$ cat config.mk
export PLATFORM = sky130hd
export DESIGN_NAME = filter_sequencer
export DESIGN_NICKNAME = d
export VERILOG_FILES = /design/src/rtl/filter_pkg.sv /design/src/rtl/filter_sequencer_position.sv /design/src/rtl/filter_sequencer.sv
export SDC_FILE = /design/constraint.sdc
export NUM_CORES = 1
export LEC_CHECK = 0
export BUFFER_PORTS_ARGS = -buffer_cell sky130_fd_sc_hd__buf_2
export CAP_MARGIN = 20
export CORE_ASPECT_RATIO = 1.25
export CORE_MARGIN = 8
export CORE_UTILIZATION = 25
export DETAILED_ROUTE_END_ITERATION = 7
export GPL_TIMING_DRIVEN = 1
export PLACE_DENSITY = 0.55
export SLEW_MARGIN = 20
export SYNTH_ARGS = -nofsm -noshare
export SYNTH_HDL_FRONTEND = slang
export SYNTH_SLANG_ARGS = --single-unit
$ cat constraint.sdc
create_clock -name clk -period 6.1 [get_ports clk]
set_clock_uncertainty 0.15 [all_clocks]
set_input_delay 0.915 -clock clk [delete_from_list [all_inputs] [get_ports clk]]
set_output_delay 0.915 -clock clk [all_outputs]
set_load 0.02 [all_outputs]
$ cat src/rtl/filter_pkg.sv
// filter_pkg: shared types and widths for the cartoon-filter sequencer.
// Sequencer state encoding, pixel/window widths, center-pixel helper.
package filter_pkg;

  localparam int PIXEL_W    = 24;
  localparam int FRAME_W    = 216;
  localparam int CENTER_LSB = 96;

  typedef enum logic [2:0] {
    S_IDLE   = 3'd0,
    S_FETCH  = 3'd1,
    S_LAUNCH = 3'd2,
    S_WAIT   = 3'd3,
    S_EMIT   = 3'd4
  } seq_state_t;

  function automatic logic [PIXEL_W-1:0] center_of(
    input logic [FRAME_W-1:0] w
  );
    return w[CENTER_LSB +: PIXEL_W];
  endfunction

endpackage

$ cat src/rtl/filter_sequencer_position.sv
// pixel_position_counter: raster row/col tracker for the sequencer.
// Ports: clk, n_rst, clr, adv in; row, col, is_border, is_last out.
module pixel_position_counter #(
  parameter int IMG_WIDTH  = 640,
  parameter int IMG_HEIGHT = 480
) (
  input  logic        clk,
  input  logic        n_rst,
  input  logic        clr,
  input  logic        adv,
  output logic [15:0] row,
  output logic [15:0] col,
  output logic        is_border,
  output logic        is_last
);

  localparam logic [15:0] COL_LAST = 16'(IMG_WIDTH - 1);
  localparam logic [15:0] ROW_LAST = 16'(IMG_HEIGHT - 1);

  always_ff @(posedge clk or negedge n_rst) begin
    if (!n_rst) begin
      row <= '0;
      col <= '0;
    end else if (clr) begin
      row <= '0;
      col <= '0;
    end else if (adv) begin
      if (col == COL_LAST) begin
        col <= '0;
        row <= (row == ROW_LAST) ? '0 : row + 16'd1;
      end else begin
        col <= col + 16'd1;
      end
    end
  end

  assign is_border = (row == '0) || (row == ROW_LAST) ||
                     (col == '0) || (col == COL_LAST);
  assign is_last   = (row == ROW_LAST) && (col == COL_LAST);

endmodule

$ cat src/rtl/filter_sequencer.sv
// filter_sequencer: steps 3x3 windows through the filter datapath.
// Ports: frame in (valid/ready), datapath launch/done, result out.
module filter_sequencer
  import filter_pkg::*;
#(
  parameter int IMG_WIDTH      = 640,
  parameter int IMG_HEIGHT     = 480,
  parameter int TIMEOUT_CYCLES = 15
) (
  input  logic               clk,
  input  logic               n_rst,
  input  logic               start,
  input  logic               frame_valid,
  input  logic [FRAME_W-1:0] frame_data,
  output logic               frame_ready,
  output logic [FRAME_W-1:0] pixelData,
  output logic               intensity_enable,
  input  logic               pixel_done,
  input  logic [PIXEL_W-1:0] f_pixel,
  output logic               out_valid,
  output logic [PIXEL_W-1:0] out_pixel,
  input  logic               out_ready,
  output logic [15:0]        out_row,
  output logic [15:0]        out_col,
  output logic               image_done,
  output logic               timeout_err
);

  localparam int CW = $clog2(TIMEOUT_CYCLES + 1);
  localparam logic [CW-1:0] WAIT_LAST = CW'(TIMEOUT_CYCLES - 1);

  seq_state_t    state;
  logic [CW-1:0] wait_cnt;
  logic [15:0]   row;
  logic [15:0]   col;
  logic          is_border;
  logic          is_last;
  logic          pos_clr;
  logic          pos_adv;

  assign frame_ready = (state == S_FETCH);
  assign out_valid   = (state == S_EMIT);
  assign pos_clr     = (state == S_IDLE) && start;
  assign pos_adv     = (state == S_EMIT) && out_ready;

  pixel_position_counter #(
    .IMG_WIDTH (IMG_WIDTH),
    .IMG_HEIGHT(IMG_HEIGHT)
  ) u_pos (
    .clk      (clk),
    .n_rst    (n_rst),
    .clr      (pos_clr),
    .adv      (pos_adv),
    .row      (row),
    .col      (col),
    .is_border(is_border),
    .is_last  (is_last)
  );

  always_ff @(posedge clk or negedge n_rst) begin
    if (!n_rst) begin
      state            <= S_IDLE;
      wait_cnt         <= '0;
      pixelData        <= '0;
      intensity_enable <= 1'b0;
      out_pixel        <= '0;
      out_row          <= '0;
      out_col          <= '0;
      image_done       <= 1'b0;
      timeout_err      <= 1'b0;
    end else begin
      intensity_enable <= 1'b0;
      image_done       <= 1'b0;
      unique case (state)
        S_IDLE: begin
          if (start) begin
            timeout_err <= 1'b0;
            state       <= S_FETCH;
          end
        end
        S_FETCH: begin
          if (frame_valid) begin
            pixelData <= frame_data;
            out_row   <= row;
            out_col   <= col;
            if (is_border) begin
              out_pixel <= center_of(frame_data);
              state     <= S_EMIT;
            end else begin
              intensity_enable <= 1'b1;
              state            <= S_LAUNCH;
            end
          end
        end
        S_LAUNCH: begin
          wait_cnt <= '0;
          state    <= S_WAIT;
        end
        S_WAIT: begin
          // a done strobe on the timeout cycle still counts as success
          if (pixel_done) begin
            out_pixel <= f_pixel;
            state     <= S_EMIT;
          end else if (wait_cnt == WAIT_LAST) begin
            out_pixel   <= center_of(pixelData);
            timeout_err <= 1'b1;
            state       <= S_EMIT;
          end else begin
            wait_cnt <= wait_cnt + CW'(1);
          end
        end
        S_EMIT: begin
          if (out_ready) begin
            image_done <= is_last;
            state      <= is_last ? S_IDLE : S_FETCH;
          end
        end
        default: state <= S_IDLE;
      endcase
    end
  end

endmodule
==> flow_metrics.tcl, run 1 <==
set metrics [dict create \
    reg2reg_depth 5 \
    synth_top_area_cell "dfrtp_1" \
    maxSlewHeadroom_pct 34.2 \
    ys_ff_latch 314 \
    syn_inst 1446 \
    clk_root_buffer_cell "clkbuf_16" \
    ioPinCount 523 \
    cts_setup_buffers 0 \
    die_x_um 220 \
    synth_edf_count 0 \
    drcViolationCount 0 \
    critPathMaxFanout 15 \
    final_cell_count_no_fill 2630 \
    place_area_um2 16300 \
    synth-compound-area-share_pct 5.07 \
    required_ps 6350 \
    setup_viol_count_final 0 \
    muxShareOfSynthArea_pct 4.10 \
    grt_pass1_wl_um 68400 \
    period_share_pct 57.6 \
    synth_xor_area_share_pct 0.405 \
    leakagePower_nw 9.64 \
    whs_ps 215 \
    syn_area_um2 13000 \
    max_freq_ghz 0.285 \
    yosysSeqAreaShare_pct 60.6 \
    htree_levels 2 \
    grt_overflow 0 \
    cts.path.max_buffers 3 \
    cap_violations 0 \
    routed_wl_um 44600 \
    timing.rr.start "u_pos.col[13]$_DFFE_PN0P_" \
    crit_type "flop to flop" \
    cts_hold_buffers 0 \
    tns_ps 0 \
    grt_use_total_pct 14.4 \
    synth.avg_cell_area_um2 8.97 \
    status "complete, no violations" \
    antenna_found_initial 10 \
    yosysTopAreaCellShare_pct 60.6 \
    synth_fa_ha_area_share_pct 0.579 \
    grt_pass1_vias 11700 \
    place_hpwl_um 32500 \
    clock_latency_ps 520 \
    drt-initial-drc-count 898 \
    ys.flop_type "dfrtp_1" \
    core_area_um2 51400 \
    die-area_um2 59500 \
    yosys_warnings 0 \
    vias 11600 \
    routed_via_density 4.40 \
    worst_pin_slew_ps 986 \
    regToRegSetupSlack_ps 2590 \
    synthSimpleGateAreaFrac_pct 26.5 \
    areaGrowthSynthToFinish_pct 34.0 \
    clock-sinks 314 \
    period_minus_slack_ps 3510 \
    syn_nets 1698 \
    synth_common_cells "nand2_1 (778), dfrtp_1 (314), clkbuf_1 (72)" \
    power_mw 9.27 \
    reg2reg_to "u_pos.row[5]$_DFFE_PN0P_" \
    hold_viol_final 0 \
    die_h_um 271 \
    numCtsBuffers 36 \
    slew_violations 0 \
    fin_area_um2 17400 \
    critPathCaptureType "flop" \
    netlist-cell-type-count 44 \
    holdCritPathClass "input pin to async pin" \
    dp_cells 2566 \
    routedWlPerCell_um 17.0 \
    first_pass_iters 5 \
    peakVddDrop_v 0.000291 \
    path_clk_slew_ps 60 \
    ant_nets 0 \
    crit_path_start_kind "flop" \
    row_count 93 \
    fin_nets 2191 \
    drive_above_1_share_pct 30.6 \
    start_util_pct 25.2 \
    cts_resized 0 \
    gp_congestion 0.839 \
    portBuffers 522 \
    cp.arrival_ps 3770 \
    synth_most_common_cell "nand2_1" \
    rsz0062_at_grt "no" \
    grt_max_degree 169 \
    power.density_nw_per_um2 533 \
    async_reset_ff_share_pct 100 \
    cts_tree "done" \
    synth_area_leaders "dfrtp_1 (61%), nand2_1 (23%), o21ai_0 (2.6%)" \
    synth_top_family_by_area "simple AND/OR/NAND/NOR gates" \
]
layout make-up:
| type | instances | area (um^2) |
|---|---|---|
| multi-input combinational | 1042 | 4770 |
| clock inverter | 6 | 57.6 |
| tap | 665 | 832 |
| timing repair buffer | 534 | 2750 |
| sequential | 314 | 7860 |
| antenna | 6 | 15.0 |
| fill | 5432 | 34100 |
| clock buffer | 52 | 1050 |
| inverter | 11 | 41.3 |
where the power goes:
group          switching [mW]  total (mW)  leakage (nW)  internal, mW
logic                    2.59        3.76          5.12          1.17
clock network           0.856        2.09         0.546          1.23
registers               0.496        3.43          3.98          2.93
critical path: stages (launching register included):
cell and delay [ps]:
dfrtp_1 440, or4_1 600, nor4_4 800, o21ai_1 520, nand2b_1 510, o41ai_1 360
per-stage QoR:
| stage | setup WS [ps] | utilization (%) |
|---|---|---|
| after floorplan | 3520 | - |
| after global placement | 2810 | 31.6 |
| after detailed placement | 2680 | 31.6 |
| after CTS | 2660 | 33.8 |
| after global routing | 2410 | 33.8 |
| final | 2590 | 33.8 |
cells in the final DEF, fill, tap and decap left out, types with 2 or more instances in the layout:
master and instances:
nor3_1 13, dfrtp_1 314, nand3_1 16, o21ai_0 67, o21ai_1 2, nor2_1 23
clkbuf_16 37, mux2_2 6, buf_2 521, xor2_1 4, nand2_1 777, or4_1 8
a311oi_1 3, a21oi_1 7, o31ai_1 15, nand4_1 5, nand2b_1 3, and2_1 2
buf_4 9, clkinv_2 4, mux2i_1 25, inv_1 11, ha_1 6, or3_1 6
nor4_1 5, diode_2 6, buf_12 3, mux2_1 19, a31oi_1 2, and3_1 3
xnor2_1 2, clkbuf_1 8, clkbuf_8 7, or3b_2 2, a211oi_1 6
sequential cells by signal, indices dropped and copies added, names as in the netlist:
register and count:
wait_cnt 4, intensity_enable 1, state 3, out_col 16, out_row 16, timeout_err 1
out_pixel 24, u_pos.row 16, u_pos.col 16, pixelData 216, image_done 1
cell families after synthesis:
logic type	after synthesis
and+or+nand+nor	870
AOI/OAI and AO/OA	110
DFF	314
buffers and inverters	90
adders and majority gates	6
xor gates and xnor gates	6
muxes	50
layer usage:
layer / up-vias / part of all wire [%] / wire [um] / global-route usage (%)
met2: 446 / 48 / 21200 / 23.4
met3: 69 / 9.6 / 4260 / 5.26
li1: 5597 / - / - / -
met1: 5463 / 40 / 18000 / 17.4
met4: 6 / 2.5 / 1090 / 4.73
met5: - / 0.087 / 39 / 0
how the worst max path moves through the flow:
stage	from	endpoint	cells after the start
floorplan	pixel_done	out_pixel[4]$_DFFE_PN0P_	5
global placement	u_pos.col[12]$_DFFE_PN0P_	u_pos.row[5]$_DFFE_PN0P_	5
detailed placement	u_pos.col[12]$_DFFE_PN0P_	u_pos.row[5]$_DFFE_PN0P_	5
CTS	u_pos.col[12]$_DFFE_PN0P_	u_pos.row[5]$_DFFE_PN0P_	5
global route	u_pos.col[12]$_DFFE_PN0P_	u_pos.row[5]$_DFFE_PN0P_	5
finish	u_pos.col[13]$_DFFE_PN0P_	u_pos.row[5]$_DFFE_PN0P_	5
(Power assumes the default switching activity.)
==> run 2: changes to the inputs <==
==> constraint.sdc (replaced) <==
create_clock -name clk -period 3.4 [get_ports clk]
set_clock_uncertainty 0.15 [all_clocks]
set_input_delay 0.51 -clock clk [delete_from_list [all_inputs] [get_ports clk]]
set_output_delay 0.51 -clock clk [all_outputs]
set_load 0.02 [all_outputs]
==> flow_metrics.tcl, run 2 (synthesis gave the netlist of run 1 again) <==
set metrics [dict create \
    grt_overflow 0 \
    die-area_um2 59500 \
    power.switching_mw 7.23 \
    cts_setup_buffers 0 \
    power.density_nw_per_um2 891 \
    tns_ps 0 \
    core_area_um2 51400 \
    critPathCaptureType "flop" \
    grt_use_total_pct 15.3 \
    first_pass_iters 5 \
    routed_via_density 4.38 \
    slew_violations 0 \
    holdCritPathClass "input pin to flop" \
    setup_ws_ps 428 \
    drcViolationCount 0 \
    portBuffers 522 \
    vias 12300 \
    regMostFlops "pixelData" \
    period_minus_slack_ps 2970 \
    drive_above_1_share_pct 28.8 \
    row_count 93 \
    register_area_um2 7860 \
    period_share_pct 87.4 \
    p_int_mw 9.88 \
    largest_register_ffs 216 \
    fin_nets 2364 \
    die_h_um 271 \
    drt-initial-drc-count 771 \
    peakVddDrop_v 0.000472 \
    htree_levels 2 \
    cts_tree "done" \
    routedWlPerCell_um 16.7 \
    grt_pass1_vias 13100 \
    reg_top3 "pixelData x216, out_pixel x24" \
    setup_viol_count_final 0 \
    place_ws_ps 424 \
    ant_nets 0 \
    clock-sinks 314 \
    cp.arrival_ps 3250 \
    power.share.clock_pct 22.8 \
    path_clk_slew_ps 60 \
    critPathMaxFanout 14 \
    crit_path_start_kind "flop" \
    num-fill-cells 5184 \
    max_freq_ghz 0.336 \
    antenna_found_initial 3 \
    p_comb_share_pct 41.1 \
    grt_max_degree 96 \
    ioPinCount 523 \
    place_hpwl_um 33600 \
    layout_commonest_cell "nand2_1" \
    clk_root_buffer_cell "clkbuf_16" \
    switching_share_pct 42.3 \
    required_ps 3670 \
    cap_violations 0 \
    layout_common_cells "nand2_1 (777), buf_2 (521), dfrtp_1 (314)" \
    start_util_pct 25.2 \
    die_x_um 220 \
    multiInputGateArea_um2 4770 \
    hold_viol_final 0 \
    gp_congestion 0.914 \
    maxSlewHeadroom_pct 42.8 \
    worst_pin_slew_ps 852 \
    status "complete, no violations" \
    cts.path.max_buffers 3 \
    numCtsBuffers 36 \
    crit_type "flop to flop" \
    rsz0062_at_grt "no" \
    whs_ps 40.1 \
    areaGrowthSynthToFinish_pct 48.0 \
    leakagePower_nw 10.4 \
    grt_pass1_wl_um 73300 \
    routed_wl_um 46900 \
    seqPwrFrac_pct 36.1 \
    clock_latency_ps 540 \
]
-- run 2: cell types whose count changed in the layout (fill, tap and decap cells not counted), sizes merged --
cell	previous run	this run
buf	534	547
bufinv	1	2
clkbuf	52	57
clkinv	4	3
diode	6	2
dlygate4sd3	0	160
inv	11	12
-- run 2: layer usage --
layer | vias to the layer above | part of all wire [%] | GRT usage, %
met2 | 471 | 47 | 25.1
met5 | - | 0.017 | 0
met1 | 5777 | 40 | 17.9
li1 | 5935 | - | -
met3 | 108 | 8.9 | 5.09
met4 | 2 | 4.3 | 6.65
-- run 2: stage by stage --
step                      std cells  util, %  instance area, um^2  power, mW
after global placement         2579     31.9                16400       13.0
final                          2805     37.3                19200       17.1
after global routing           2804     37.3                19200       18.3
after CTS                      2803     37.3                19200       17.3
after floorplan                1446        -                13000       10.2
after detailed placement       2579     31.9                16400       13.2
-- run 2: what timing repair did --
item	in CTS	in global routing
gates resized for setup	0	0
hold endpoints to repair	234	0
hold buffers	160	0
-- run 2: power groups by stage --
stage | Combinational, mW | Clock [mW] | Sequential, mW
6_report | 7.02 | 3.90 | 6.17
5_1_grt | 7.71 | 4.18 | 6.39
4_1_cts | 7.12 | 4.04 | 6.17
3_5_place_dp | 6.98 | 0 | 6.19
3_3_place_gp | 6.88 | 0 | 6.15
2_1_floorplan | 2.37 | 0 | 7.88
-- run 2: path summary, 6_finish.rpt --
kind | startpoint | to | slack, ps | cells after the start
worst min-delay path | frame_data[106] | pixelData[106]$_DFFE_PN0P_ | 40 | 3
min in group asynchronous | n_rst | out_row[8]$_DFFE_PN0P_ | 430 | 2
worst max register to register | u_pos.col[12]$_DFFE_PN0P_ | u_pos.row[5]$_DFFE_PN0P_ | 430 | 5
worst max-delay path | u_pos.col[12]$_DFFE_PN0P_ | u_pos.row[5]$_DFFE_PN0P_ | 430 | 5
worst min register to register | out_row[15]$_DFFE_PN0P_ | out_row[15]$_DFFE_PN0P_ | 320 | 2
max in group asynchronous | n_rst | pixelData[177]$_DFFE_PN0P_ | 1780 | 3
-- run 2: cell type report --
type,count,share of cell area [%]
clock buffers,57,5.57
repair buffers,707,23.5
flip-flops and latches,314,40.9
clock inverters,7,0.535
multi-input cells,1042,24.9
well taps,665,4.33
inverters,11,0.215
diodes,2,0.0261
-- run 2: worst max-delay path, cell delays in order (launching register included) --
cell,delay [ps]
dfrtp_1,410
or4_1,610
nor4_4,470
o21ai_1,400
nand2b_1,480
o41ai_1,340
==> run 3: changes to the inputs <==
--- a/config.mk
+++ b/config.mk
@@ -5,14 +5,14 @@
 export SDC_FILE = /design/constraint.sdc
 export NUM_CORES = 1
 export LEC_CHECK = 0
+export ABC_AREA = 1
 export BUFFER_PORTS_ARGS = -buffer_cell sky130_fd_sc_hd__buf_2
-export CAP_MARGIN = 20
-export CORE_ASPECT_RATIO = 1.25
-export CORE_MARGIN = 8
-export CORE_UTILIZATION = 25
+export CAP_MARGIN = 5
+export CORE_AREA = 8 8 198 200
 export DETAILED_ROUTE_END_ITERATION = 7
+export DIE_AREA = 0 0 206 208
 export GPL_TIMING_DRIVEN = 1
-export PLACE_DENSITY = 0.55
+export PLACE_DENSITY = 0.74
 export SLEW_MARGIN = 20
 export SYNTH_ARGS = -nofsm -noshare
 export SYNTH_HDL_FRONTEND = slang
==> flow_metrics.tcl, run 3 <==
set metrics [dict create \
    status "complete, no violations" \
    die_x_um 206 \
    ioPinCount 523 \
    htree_levels 2 \
    ys.flop_type "dfrtp_1" \
    portBuffers 522 \
    hp-start "frame_data[59]" \
    netlist-cell-type-count 39 \
    syn_area_um2 14000 \
    reg2reg_depth 7 \
    clock-sinks 314 \
    start_util_pct 38.8 \
    drive_above_1_share_pct 46.2 \
    cts.path.max_buffers 3 \
    place_ws_ps 964 \
    vias 11000 \
    synth.avg_cell_area_um2 11.7 \
    period_share_pct 74.3 \
    timing.rr.start "state[0]$_DFFE_PN0P_" \
    setup_ws_ps 872 \
    worst_pin_slew_ps 689 \
    reg2reg_to "pixelData[122]$_DFFE_PN0P_" \
    required_ps 2740 \
    num-fill-cells 3218 \
    final_util_pct 50.4 \
    die-area_um2 42800 \
    crit_slowest_cell "dfrtp_1" \
    cts_tree "done" \
    crit_family "buffers and inverters" \
    ant_nets 0 \
    yosysSeqAreaShare_pct 56.1 \
    slew_violations 0 \
    grt_use_total_pct 20.1 \
    regMostFlops "pixelData" \
    min_path_cells 2 \
    fin_nets 1972 \
    maxSlewHeadroom_pct 54.1 \
    yosys_warnings 0 \
    power_mw 18.7 \
    grt_max_degree 88 \
    critPathMaxFanout 25 \
    max_freq_ghz 0.396 \
    synth_area_leaders "dfrtp_1 (56%), mux2_4 (17%), nand2_1 (7.0%)" \
    regToRegSetupSlack_ps 1070 \
    drcViolationCount 0 \
    areaGrowthSynthToFinish_pct 30.0 \
    hold_viol_final 0 \
    holdCritPathClass "input pin to flop" \
    max_stage_delay_ps 430 \
    place_area_um2 17000 \
    routedWlPerCell_um 20.1 \
    clk_root_buffer_cell "clkbuf_16" \
    antenna_found_initial 9 \
    syn_inst 1201 \
    leakagePower_nw 9.65 \
    worstHoldEndpoint "pixelData[59]$_DFFE_PN0P_" \
    layout_common_cells "buf_2 (521), dfrtp_1 (314), nand2_1 (261)" \
    ys_ff_latch 314 \
    synth_common_cells "dfrtp_1 (314), nand2_1 (261), mux2_4 (156)" \
    reg_top3 "pixelData x216, out_pixel x24" \
    path_cells "nor2_2 > nand2_2 > clkinv_2 > buf_4 > buf_2" \
    numCtsBuffers 35 \
    drt-initial-drc-count 842 \
    crit_type "flop to output port" \
    period_minus_slack_ps 2530 \
    grt_overflow 0 \
    setup_viol_count_final 0 \
    core_area_um2 36100 \
    yosysTopAreaCellShare_pct 56.1 \
    path_buf_inv 3 \
    routed_via_density 4.96 \
    largest_register_ffs 216 \
    synth_edf_count 0 \
    first_pass_iters 5 \
    synth_top_area_cell "dfrtp_1" \
    peakVddDrop_v 0.000791 \
    place_hpwl_um 33500 \
    cp.arrival_ps 1870 \
    path_clk_slew_ps 60 \
    cap_violations 0 \
    die_h_um 208 \
    synth_most_common_cell "dfrtp_1" \
    syn_nets 1453 \
    layout_commonest_cell "buf_2" \
    routed_wl_um 44700 \
    critPathCaptureType "output port" \
    fin_area_um2 18200 \
    grt_pass1_wl_um 68100 \
    crit_path_start_kind "flop" \
    clock_latency_ps 530 \
    gp_congestion 0.857 \
    row_count 70 \
    async_reset_ff_share_pct 100 \
    tns_ps 0 \
    power.density_nw_per_um2 1030 \
    grt_pass1_vias 11400 \
    rsz0062_at_grt "no" \
]
-- run 3: cell type report --
cell class / count / area (um^2) / area share [%]
antenna: 5 / 12.5 / 0.0688
clock buffer: 48 / 985 / 5.41
clock inverter: 16 / 176 / 0.969
inverter: 53 / 200 / 1.10
multi-input combinational: 774 / 5510 / 30.3
sequential: 314 / 7860 / 43.2
tap: 468 / 586 / 3.22
timing repair buffer: 542 / 2870 / 15.8
-- run 3: through the flow --
stage,hold WS [ps],instances
finish,44.1,2220
floorplan,64.4,1201
global route,20.4,2218
global placement,308,2148
CTS,5.50,2215
detailed placement,311,2148
-- run 3: worst register-to-register path, cell delays in order, from the launching register on --
cell and delay (ps):
dfrtp_1 380, inv_1 90, nor2_2 50, nand2_2 90
clkinv_2 120, nand2_8 480, buf_4 480, mux2_2 370
-- run 3: kinds of logic (layout without fill, tap and decap cells) --
kind of cell	Yosys count	in the layout	synth area share [%]
compound gates	92	92	3.66
xor+xnor	8	8	0.500
fa+ha+maj	6	6	0.536
buf+inv	113	659	4.61
flops	314	314	56.1
mux	198	198	20.1
other cells	0	5	0
simple gates	470	470	14.5
-- run 3: layer usage --
metal  track usage, %  vias to the layer above  routed length [um]
met4             9.01                        8                1990
met2             33.8                      479               21900
met1             22.9                     5351               16600
li1                 -                     5053                   -
met3             6.43                      115                4150
met5                0                        -                  51
-- run 3: worst max path at each step --
stage	end	startpoint	cells after the start
final	frame_ready	state[2]$_DFFE_PN0P_	5
after global placement	out_pixel[15]$_DFFE_PN0P_	pixel_done	8
after floorplan	out_pixel[15]$_DFFE_PN0P_	u_pos.row[0]$_DFFE_PN0P_	12
after CTS	frame_ready	state[2]$_DFFE_PN0P_	5
after detailed placement	out_pixel[19]$_DFFE_PN0P_	pixel_done	8
after global routing	frame_ready	state[2]$_DFFE_PN0P_	5
-- run 3: timing repair --
action                                 CTS  global route
gates resized for setup                  0             0
hold buffers                             3             0
buffers inserted                         0             0
endpoints found under the hold margin   67             0
-- run 3: power breakdown --
group	leakage, nW	internal (mW)	total (mW)	switching, mW
Sequential	3.86	5.38	6.33	0.952
Combinational	5.22	3.50	8.56	5.06
Clock	0.574	2.28	3.85	1.57
